### config.mk
export PLATFORM = sky130hd
export DESIGN_NAME = instr_fetch
export DESIGN_NICKNAME = d
export VERILOG_FILES = /design/src/rtl/cpu_pkg.sv /design/src/rtl/instr_fetch.sv
export SDC_FILE = /design/constraint.sdc
export NUM_CORES = 1
export LEC_CHECK = 0
export ABC_AREA = 1
export CORE_ASPECT_RATIO = 1.75
export CORE_MARGIN = 3
export CORE_UTILIZATION = 30
export CTS_CLUSTER_SIZE = 16
export DETAILED_ROUTE_END_ITERATION = 10
export SETUP_SLACK_MARGIN = 0.3
export SYNTH_ARGS = -nofsm -noshare
export SYNTH_HDL_FRONTEND = slang
export SYNTH_SLANG_ARGS = --single-unit
### constraint.sdc
create_clock -name clk -period 2.8 [get_ports clk]
set_input_delay 0.84 -clock clk [delete_from_list [all_inputs] [get_ports clk]]
set_output_delay 0.84 -clock clk [all_outputs]
set_load 0.1 [all_outputs]
### src/rtl/cpu_pkg.sv
// Shared CPU front-end definitions: fetch FSM states, fault cause codes and
// bus/instruction helpers used by the fetch unit.
package cpu_pkg;

    typedef enum logic [1:0] {
        ST_IDLE,
        ST_REQ,
        ST_HOLD,
        ST_HALT
    } fetch_state_t;

    // Fault cause codes reported on the sticky fault output; code 3 is reserved.
    localparam logic [1:0] FAULT_NONE     = 2'd0;
    localparam logic [1:0] FAULT_MISALIGN = 2'd1;
    localparam logic [1:0] FAULT_TIMEOUT  = 2'd2;

    localparam logic [31:0] DEFAULT_HALT_ADDR = 32'h0000_0000;

    // Bus data arrives little-endian; the decoder expects byte-reversed words.
    function automatic logic [31:0] byte_swap32(input logic [31:0] w);
        return {w[7:0], w[15:8], w[23:16], w[31:24]};
    endfunction

endpackage

### src/rtl/instr_fetch.sv
// Instruction fetch unit: issues one Avalon-MM read per PC value, holds the
// byte-swapped word for decode, and stops on halt address, misalignment or timeout.
module instr_fetch
    import cpu_pkg::*;
#(
    parameter logic [31:0] HALT_ADDR  = DEFAULT_HALT_ADDR,
    parameter int unsigned WAIT_LIMIT = 16
) (
    input  logic        clk,
    input  logic        reset,
    input  logic        active,
    input  logic [31:0] pc_addr,
    output logic        fetch,
    input  logic        stall,
    output logic [31:0] instr,
    output logic        instr_valid,
    output logic [31:0] avm_address,
    output logic        avm_read,
    output logic [3:0]  avm_byteenable,
    input  logic        avm_waitrequest,
    input  logic [31:0] avm_readdata,
    output logic        halted,
    output logic [1:0]  fault
);

    localparam int CNT_W = $clog2(WAIT_LIMIT + 1);

    fetch_state_t     state, state_d;
    logic [1:0]       fault_d;
    logic [CNT_W-1:0] wait_cnt;
    logic             abort;
    logic             load_addr;
    logic             load_instr;

    // NOTE: sequential state uses non-blocking assignments so every register
    // samples pre-edge values regardless of process ordering.
    always_ff @(posedge clk or negedge reset) begin
        if (!reset) begin
            state <= ST_IDLE;
            fault <= FAULT_NONE;
        end else begin
            state <= state_d;
            fault <= fault_d;
        end
    end

    // abort remembers that active dropped during the bus transaction, so the
    // word is discarded even if active returns before the read completes.
    always_ff @(posedge clk or negedge reset) begin
        if (!reset) begin
            instr       <= '0;
            avm_address <= '0;
            wait_cnt    <= '0;
            abort       <= 1'b0;
        end else begin
            if (load_addr) begin
                avm_address <= pc_addr;
                wait_cnt    <= '0;
                abort       <= 1'b0;
            end else if (state == ST_REQ) begin
                if (avm_waitrequest) wait_cnt <= wait_cnt + 1'b1;
                if (!active)         abort    <= 1'b1;
            end
            if (load_instr) instr <= byte_swap32(avm_readdata);
        end
    end

    // NOTE: every output of this block gets a default first, so no path can
    // leave a signal unassigned and infer a latch.
    always_comb begin
        state_d     = state;
        fault_d     = fault;
        load_addr   = 1'b0;
        load_instr  = 1'b0;
        avm_read    = 1'b0;
        instr_valid = 1'b0;
        fetch       = 1'b0;
        case (state)
            ST_IDLE: begin
                if (active) begin
                    if (pc_addr == HALT_ADDR) begin
                        state_d = ST_HALT;
                    end else if (pc_addr[1:0] != 2'b00) begin
                        state_d = ST_HALT;
                        fault_d = FAULT_MISALIGN;
                    end else begin
                        state_d   = ST_REQ;
                        load_addr = 1'b1;
                    end
                end
            end
            ST_REQ: begin
                avm_read = 1'b1;
                if (!avm_waitrequest) begin
                    if (abort || !active) begin
                        state_d = ST_IDLE;
                    end else begin
                        state_d    = ST_HOLD;
                        load_instr = 1'b1;
                    end
                end else if (wait_cnt == CNT_W'(WAIT_LIMIT - 1)) begin
                    // This waitrequest cycle is the WAIT_LIMIT-th one.
                    state_d = ST_HALT;
                    fault_d = FAULT_TIMEOUT;
                end
            end
            ST_HOLD: begin
                instr_valid = 1'b1;
                fetch       = active && !stall;
                if (!active || !stall) state_d = ST_IDLE;
            end
            default: begin
                state_d = ST_HALT;
            end
        endcase
    end

    assign halted         = (state == ST_HALT);
    assign avm_byteenable = {4{avm_read}};

endmodule

### Word level (Yosys, flattened, before mapping)

Index checks and enable logic that the tools add are counted.

| storage, ports and cells | value |
|---|---|
| register bits after elaboration | 74 |
| input bits | 69 |
| word-level logic and storage cells | 64 |

| operators by class | value |
|---|---|
| add/sub/neg operators | 1 |
| eq/ne operators | 12 |
| mux-type cells | 30 |
| reduce and logical (&&, ||, !) cells | 15 |

Operators by type and width:

| cell | count |
|---|---|
| 32-bit logical NOT | 1 |
| 2-bit 2-to-1 mux | 12 |
| 5-bit 2-to-1 mux | 3 |
| 1-bit 2-to-1 mux | 13 |
| 2-bit inequality test, second input constant | 5 |
| 2-bit nonzero test | 4 |
| 2-bit case mux with 3 select lines | 1 |
| 6-bit AND reduction | 1 |
| 5-bit by 1-bit adder with 5-bit output, second input constant | 1 |
| 5-bit by 4-bit == test with 1-bit output, second input constant | 1 |
| 2-bit == test, second input constant | 2 |
| 2-bit by 1-bit inequality test with 1-bit output, second input constant | 2 |
| 2-bit case mux with 2 select lines | 1 |
| 2-bit AND reduction | 2 |
| 3-bit by 2-bit inequality test with 1-bit output, second input constant | 1 |
| 3-bit AND reduction | 1 |
| 2-bit by 1-bit == test with 1-bit output, second input constant | 1 |
| 1-bit logical NOT | 2 |
| 2-bit logical NOT | 1 |
| 1-bit logical OR | 2 |
| 1-bit logical AND | 1 |

### Longest topological paths before layout

Gate-level depths: netlist (run 1).

| logic depth | value |
|---|---|
| depth after elaboration | 7 |
| mapped depth | 9 |
| gate-level depth less buffers | 9 |

### Worst setup path after synthesis (run 1)

OpenSTA, ideal clock, no wires.

| timing path | value |
|---|---|
| path type | in2out |
| start point | input port stall |
| end point | output port fetch |
| arrival | 3.799 ns |
| data required time | 1.960 ns |
| path slack | -1.839 ns |
| cell stages on the path | 1 |
| cells stage by stage | nor4_1 |

| on the way | value |
|---|---|
| word-level cells in the longest chain between the ends | 3 |

Ends and longest elaborated chain:

| element | line | source |
|---|---|---|
| start: declaration | instr_fetch.sv:14 | `input logic stall,` |
| 1-bit logical NOT | instr_fetch.sv:109 | `fetch = active && !stall;` |
| 1-bit logical AND | instr_fetch.sv:109 |  |
| 1-bit 2-to-1 mux | instr_fetch.sv:78 | `case (state)` |
| end: declaration | instr_fetch.sv:13 | `output logic fetch,` |

Every way passes these cells.

### Worst setup path after layout (run 1)

Ends and elaborated chain as after synthesis.

==> flow_summary.rst, run 1 <==
.. list-table::
   :header-rows: 1

   * - Metric
     - Value
   * - Combined buffer and inverter count along the critical path
     - 2
   * - Core ar.
     - between 10,000 and 15,000 um2
   * - Finished layout cell area
     - ~5000 um2
   * - DRC errors left
     - 0
   * - Nets in the synthesized netlist
     - 396
   * - Global-route wire length before repair
     - 13,900 um
   * - Overall die width
     - roughly 85 um
   * - Die Span Y
     - 144 um
   * - ANT nets after route
     - 0
   * - Cells along the critical path
     - clkdlybuf4s15_1, nor4_4, buf_12
   * - Placer congestion estimate
     - 0.859
   * - Warnings, synthesis
     - 0
   * - Total via count after detailed routing
     - about 2,800
   * - Met3 track demand over resource in global routing
     - 3.67%
   * - CP max stage delay
     - around 320 ps
   * - Top-count cell post-synth
     - nand2_1
   * - CP Capture Type
     - output port
   * - Net total in the final layout
     - 540
   * - Post-route clock skew
     - 6.73 ps
   * - CTS clock-pin slew for the worst setup and hold paths
     - ~50 ps
   * - GR Util met1
     - ~16%
   * - Vias in the first global route
     - roughly 2,800
   * - Fraction of layout cells with a size suffix above 1
     - around 30%
   * - Highest Clock Rate
     - 411 MHz
   * - Slowest stage cell, crit path
     - nor4_4
   * - Area share of the leading cell type in the synthesized netlist
     - ~57%
   * - Clock buffers created by TritonCTS
     - 9
   * - Synth Register Bits
     - 74
   * - Routed via count divided by cell count
     - between 4 and 5
   * - Post-synth EDFFs
     - 0
   * - Total grt overflow
     - 0
   * - FP Rows
     - just under 50
   * - Most used flip-flop cell after synthesis
     - dfrtp_1
   * - CTS Hold Bufs
     - 0
   * - Final-report hold violation count
     - 0
   * - Relative area change from synthesis to final layout
     - 53.2%
   * - Post-route minimum period
     - between 2000 and 2500 ps
   * - Max cap viols
     - 0
   * - Clock tree from TritonCTS
     - built
   * - Post-Syn Area
     - between 3000 and 4000 um2
   * - Post-DR wirelength/cell
     - ~15 um
   * - Number of unique standard cell types used by synthesis
     - 26
   * - # IOs
     - around 140
   * - Path category of the worst min-delay check
     - flip-flop to flip-flop
   * - Most area-hungry cell type in the Yosys netlist
     - dfrtp_1
   * - Clock sink count
     - 74
   * - Crit path arrival time
     - approximately 1600 ps
   * - Area enclosed by the die boundary
     - around 12,000 um2
   * - Master cell of the clock root buffer
     - clkbuf_16
   * - Count of filler cells inserted in the layout
     - 1,002
   * - Met2 GRT Util
     - a little over a quarter
   * - TritonRoute pass-1 iters
     - 4
   * - Share of flip-flops with an asynchronous set or reset
     - 100%
   * - Worst setup path class
     - input pin to output port
   * - Initial DRC Count
     - 79
   * - Highest net fanout along the worst path
     - 2
   * - Setup Total Neg Slack
     - 0 ps
   * - Number of levels in the clock H-tree
     - 3
   * - Final antenna diode count
     - 0
   * - Instance count of the mapped netlist
     - about 330
   * - Outcome
     - finished clean
   * - Final worst path period share
     - between 80% and 90%
   * - Setup repair after global routing missed its margin
     - false
   * - Relative slew slack
     - between 60% and 70%
   * - Clock latency at the later pin of the worst-skew pair
     - 320 ps
   * - Combined global-route utilization of all metal layers
     - 14.5%
   * - DP Wirelength
     - ~6700 um
   * - Final number of max-transition violations
     - 0
   * - Most congested layer reported by global routing
     - met2
   * - Synth top cells by count
     - nand2_1, dfrtp_1, nand4_1
   * - Actual transition at the worst max-transition pin
     - ~530 ps
   * - Maximum number of pins on one net before global-route repair
     - just over 40
   * - Effective utilization at floorplan
     - between 30% and 40%
   * - Detailed Route WL
     - 8720 um
   * - CP Launch Type
     - input pin
   * - Count of input and output buffers
     - 142
   * - Mean cell area of the mapped netlist
     - about 10 um2
   * - Cell Area, Placed
     - between 4000 and 5000 um2
   * - Setup Viol. Count Final
     - 0
   * - Antenna violations before repair
     - 0
   * - Sequential cell area fraction in the yosys report
     - 57.1%
   * - Dominant cells by area after synthesis
     - dfrtp_1, nand2_1, mux2_2
   * - Worst path required time
     - roughly 2000 ps
   * - Gate family responsible for the most delay along the worst path
     - buffers and inverters
   * - Worst-case clock buffer depth
     - 2
==> cells in the final DEF (no fill, tap or decap), types with 2 or more instances in the layout <==
master           count
nand2_1             93
buf_4               78
dfrtp_1             74
clkdlybuf4s50_1     65
nand4_1             32
mux2_2              31
nor2_1              22
inv_1               18
clkbuf_16            9
buf_12               8
o21ai_0              7
nand3_1              6
nor2_2               4
inv_2                3
clkinvlp_4           2
o31ai_1              2
a21oi_1              2
ha_1                 2
clkinv_2             2
==> kinds of logic (layout without fill, tap and decap cells) <==
group                      Yosys count  in the layout  share of synthesized area [%]
muxes                               32             32                           11.1
and+or+nand+nor                    163            163                           22.3
buffers and inverters               42            189                           6.63
DFF                                 74             74                           57.1
xor gates and xnor gates             1              1                          0.270
adders and majority gates            2              2                          0.771
AOI/OAI and AO/OA                   11             11                           1.85
==> sequential cells by signal (all words and copies together), names as in the netlist <==
register and cells:
wait_cnt 5, instr 32, abort 1, state 2, fault 2, avm_address 32
==> per-stage QoR <==
| step | setup slack [ps] | util (%) | cells | hold WS, ps |
|---|---|---|---|---|
| 4_1_cts | 294 | 47.7 | 599 | 477 |
| 6_report | 366 | 47.7 | 599 | 471 |
| 3_3_place_gp | 127 | 44.9 | 583 | 455 |
| 2_1_floorplan | 45.5 | - | 325 | 434 |
| 5_1_grt | 328 | 47.7 | 599 | 495 |
| 3_5_place_dp | 104 | 44.9 | 583 | 462 |
==> tightest hold or removal path, cell delays in order, from the launching register on <==
cell and delay (ps):
dfrtp_1 340, nand2_1 50, nand2_1 40
==> worst paths after layout <==
check | start | endpoint | slack (ps) | cells after the start
min reg2reg | avm_address[16]$_DFFE_PN0P_ | avm_address[16]$_DFFE_PN0P_ | 470 | 2
min | avm_address[16]$_DFFE_PN0P_ | avm_address[16]$_DFFE_PN0P_ | 470 | 2
min in group asynchronous | reset | instr[3]$_DFFE_PN0P_ | 490 | 1
max | stall | fetch | 370 | 3
max in group asynchronous | reset | avm_address[21]$_DFFE_PN0P_ | 1740 | 2
max reg2reg | state[0]$_DFFE_PN0P_ | instr[20]$_DFFE_PN0P_ | 1080 | 5
==> metal layers <==
layer  part of all wire [%]  routed length (um)
met1                     38                3300
met2                     54                4750
met3                    6.6                 572
met4                    1.2                 109
met5                      0                   0
==> area by class of cell <==
type                            instances  area, um2  area share [%]
Tap cell                              127        159            3.20
Timing Repair Buffer                  153       1420            28.5
Clock buffer                           11        243            4.88
Multi-Input combinational cell        209       1200            24.1
Clock inverter                          3       17.5           0.352
Sequential cell                        74       1850            37.3
Inverter                               22       86.3            1.74
==> repair_timing <==
| action | in CTS | in global routing |
|---|---|---|
| endpoints found under the setup margin | 6 | 1 |
| setup buffers | 2 | 0 |
| resized for setup | 2 | 1 |
| pin swaps | 1 | 1 |
Power of run 1 is left out: the tool's default activity adds up to more than one toggle a clock period on the data nets, which glitch-free logic cannot reach.
==> run 2, diff against run 1 <==
--- a/config.mk
+++ b/config.mk
@@ -6,11 +6,14 @@
 export NUM_CORES = 1
 export LEC_CHECK = 0
 export ABC_AREA = 1
+export CELL_PAD_IN_SITES_DETAIL_PLACEMENT = 1
+export CELL_PAD_IN_SITES_GLOBAL_PLACEMENT = 1
 export CORE_ASPECT_RATIO = 1.75
 export CORE_MARGIN = 3
 export CORE_UTILIZATION = 30
 export CTS_CLUSTER_SIZE = 16
 export DETAILED_ROUTE_END_ITERATION = 10
+export PLACE_DENSITY_LB_ADDON = 0.1
 export SETUP_SLACK_MARGIN = 0.3
 export SYNTH_ARGS = -nofsm -noshare
 export SYNTH_HDL_FRONTEND = slang
==> flow_summary.rst, run 2 (synthesis results as in run 1) <==
.. list-table::
   :header-rows: 1

   * - Metric
     - Value
   * - Final std cells w/o fill
     - 600
   * - Actual transition at the worst max-transition pin
     - about 530 ps
   * - Total grt overflow
     - 0
   * - Effective utilization at floorplan
     - between 30% and 40%
   * - Maximum number of pins on one net before global-route repair
     - 42
   * - Final number of max-transition violations
     - 0
   * - Core ar.
     - around 10,000 um2
   * - Post-route clock skew
     - approximately 8 ps
   * - Vias in the first global route
     - between 3,000 and 4,000
   * - CP Launch Type
     - input pin
   * - TritonRoute pass-1 iters
     - 4
   * - Fraction of layout cells with a size suffix above 1
     - a little under a third
   * - CP Capture Type
     - output port
   * - Worst setup path class
     - input pin to output port
   * - Clock tree from TritonCTS
     - built
   * - Path category of the worst min-delay check
     - flip-flop to flip-flop
   * - Clock sink count
     - 74
   * - CP max stage delay
     - 320 ps
   * - Setup Total Neg Slack
     - 0 ps
   * - Count of filler cells inserted in the layout
     - around 1,200
   * - Count of input and output buffers
     - about 140
   * - Leading cell type in the layout, fill and taps excluded
     - nand2_1
   * - Gate family responsible for the most delay along the worst path
     - buffers and inverters
   * - Crit path arrival time
     - 1590 ps
   * - Placed Cells
     - a little under 600
   * - Worst path required time
     - about 2000 ps
   * - CTS Hold Bufs
     - 0
   * - Clock latency at the later pin of the worst-skew pair
     - ~330 ps
   * - Relative slew slack
     - about two thirds
   * - Number of levels in the clock H-tree
     - 3
   * - Area enclosed by the die boundary
     - around 12,000 um2
   * - Outcome
     - finished clean
   * - Highest Clock Rate
     - 411 MHz
   * - Final antenna diode count
     - 0
   * - Overall die width
     - around 85 um
   * - Combined buffer and inverter count along the critical path
     - 2
   * - Antenna violations before repair
     - 0
   * - Clock buffers created by TritonCTS
     - 9
   * - Setup Viol. Count Final
     - 0
   * - CTS clock-pin slew for the worst setup and hold paths
     - 60 ps
   * - Cells along the critical path
     - clkdlybuf4s15_1, nor4_4, buf_12
   * - Post-route minimum period
     - between 2000 and 2500 ps
   * - ANT nets after route
     - 0
   * - Final worst path period share
     - between 80% and 90%
   * - Total via count after detailed routing
     - around 2,900
   * - Setup slack on the worst flop-to-flop path
     - ~1100 ps
   * - Fin Hold WS
     - 467 ps
   * - Max cap viols
     - 0
   * - Die Span Y
     - 144 um
   * - Post-DR wirelength/cell
     - about 15 um
   * - DP Wirelength
     - 6960 um
   * - Detailed Route WL
     - between 9000 and 10,000 um
   * - Worst-case clock buffer depth
     - 2
   * - Commonest non-fill, non-tap cells in the layout
     - nand2_1, buf_4, dfrtp_1
   * - Final-report hold violation count
     - 0
   * - DRC errors left
     - 0
   * - Routed via count divided by cell count
     - 4.77
   * - Master cell of the clock root buffer
     - clkbuf_16
   * - Registers with the highest flip-flop counts
     - avm_address x32, instr x32, wait_cnt x5
   * - Initial DRC Count
     - 55
   * - Relative area change from synthesis to final layout
     - 55.0%
   * - Highest net fanout along the worst path
     - 2
   * - Slowest stage cell, crit path
     - nor4_4
   * - Placer congestion estimate
     - between 0.7 and 0.8
   * - Global-route wire length before repair
     - approximately 15,000 um
   * - Combined global-route utilization of all metal layers
     - 15.7%
   * - # IOs
     - 143
   * - Setup repair after global routing missed its margin
     - false
   * - Net total in the final layout
     - roughly 540
   * - FP Rows
     - just under 50
-- run 2: what timing repair did --
action | 4_1_cts | 5_1_grt
endpoints found under the setup margin | 6 | 1
resized for setup | 2 | 1
pin swaps | 1 | 1
setup buffers | 1 | 0
-- run 2: routing by layer --
layer	up-vias	track usage (%)	wire length (um)
met3	14	4.65	601
met1	1387	17.1	3570
met2	99	28.7	4930
li1	1359	-	-
met5	-	0	0
met4	0	5.50	157
-- run 2: cell type report --
class                           count  area (um2)  share of cell area, %
Clock inverter                      4        72.6                   1.44
Sequential cell                    74        1850                   36.8
Multi-Input combinational cell    209        1200                   23.8
Inverter                           22        86.3                   1.72
Tap cell                          127         159                   3.16
Clock buffer                       12         267                   5.30
Timing Repair Buffer              152        1400                   27.7
-- run 2: worst paths after layout --
path                                            start                         end  depth (start not counted)
hold / removal             avm_address[1]$_DFFE_PN0P_  avm_address[1]$_DFFE_PN0P_                          2
max in group asynchronous                       reset     wait_cnt[1]$_DFFE_PN0P_                          2
setup / recovery                                stall                       fetch                          3
setup reg to reg                 state[0]$_DFFE_PN0P_        instr[3]$_DFFE_PN0P_                          5
hold reg to reg            avm_address[1]$_DFFE_PN0P_  avm_address[1]$_DFFE_PN0P_                          2
min in group asynchronous                       reset        instr[2]$_DFFE_PN0P_                          1
-- run 2: worst register-to-register path, stage by stage (launching register included) --
cell and delay [ps]:
dfrtp_1 460, nand2_1 250, nor2_2 80, nand2_2 70, buf_4 370, mux2_2 400
-- run 2: stage by stage --
| step | setup WS (ps) | area [um2] | utilization, % |
|---|---|---|---|
| finish | 369 | 5030 | 48.3 |
| global route | 313 | 5030 | 48.3 |
| CTS | 303 | 5030 | 48.2 |
| detailed placement | 114 | 4670 | 44.8 |
| global placement | 127 | 4670 | 44.8 |
| floorplan | 45.5 | 3270 | - |
Power of run 2 is left out for the same reason.
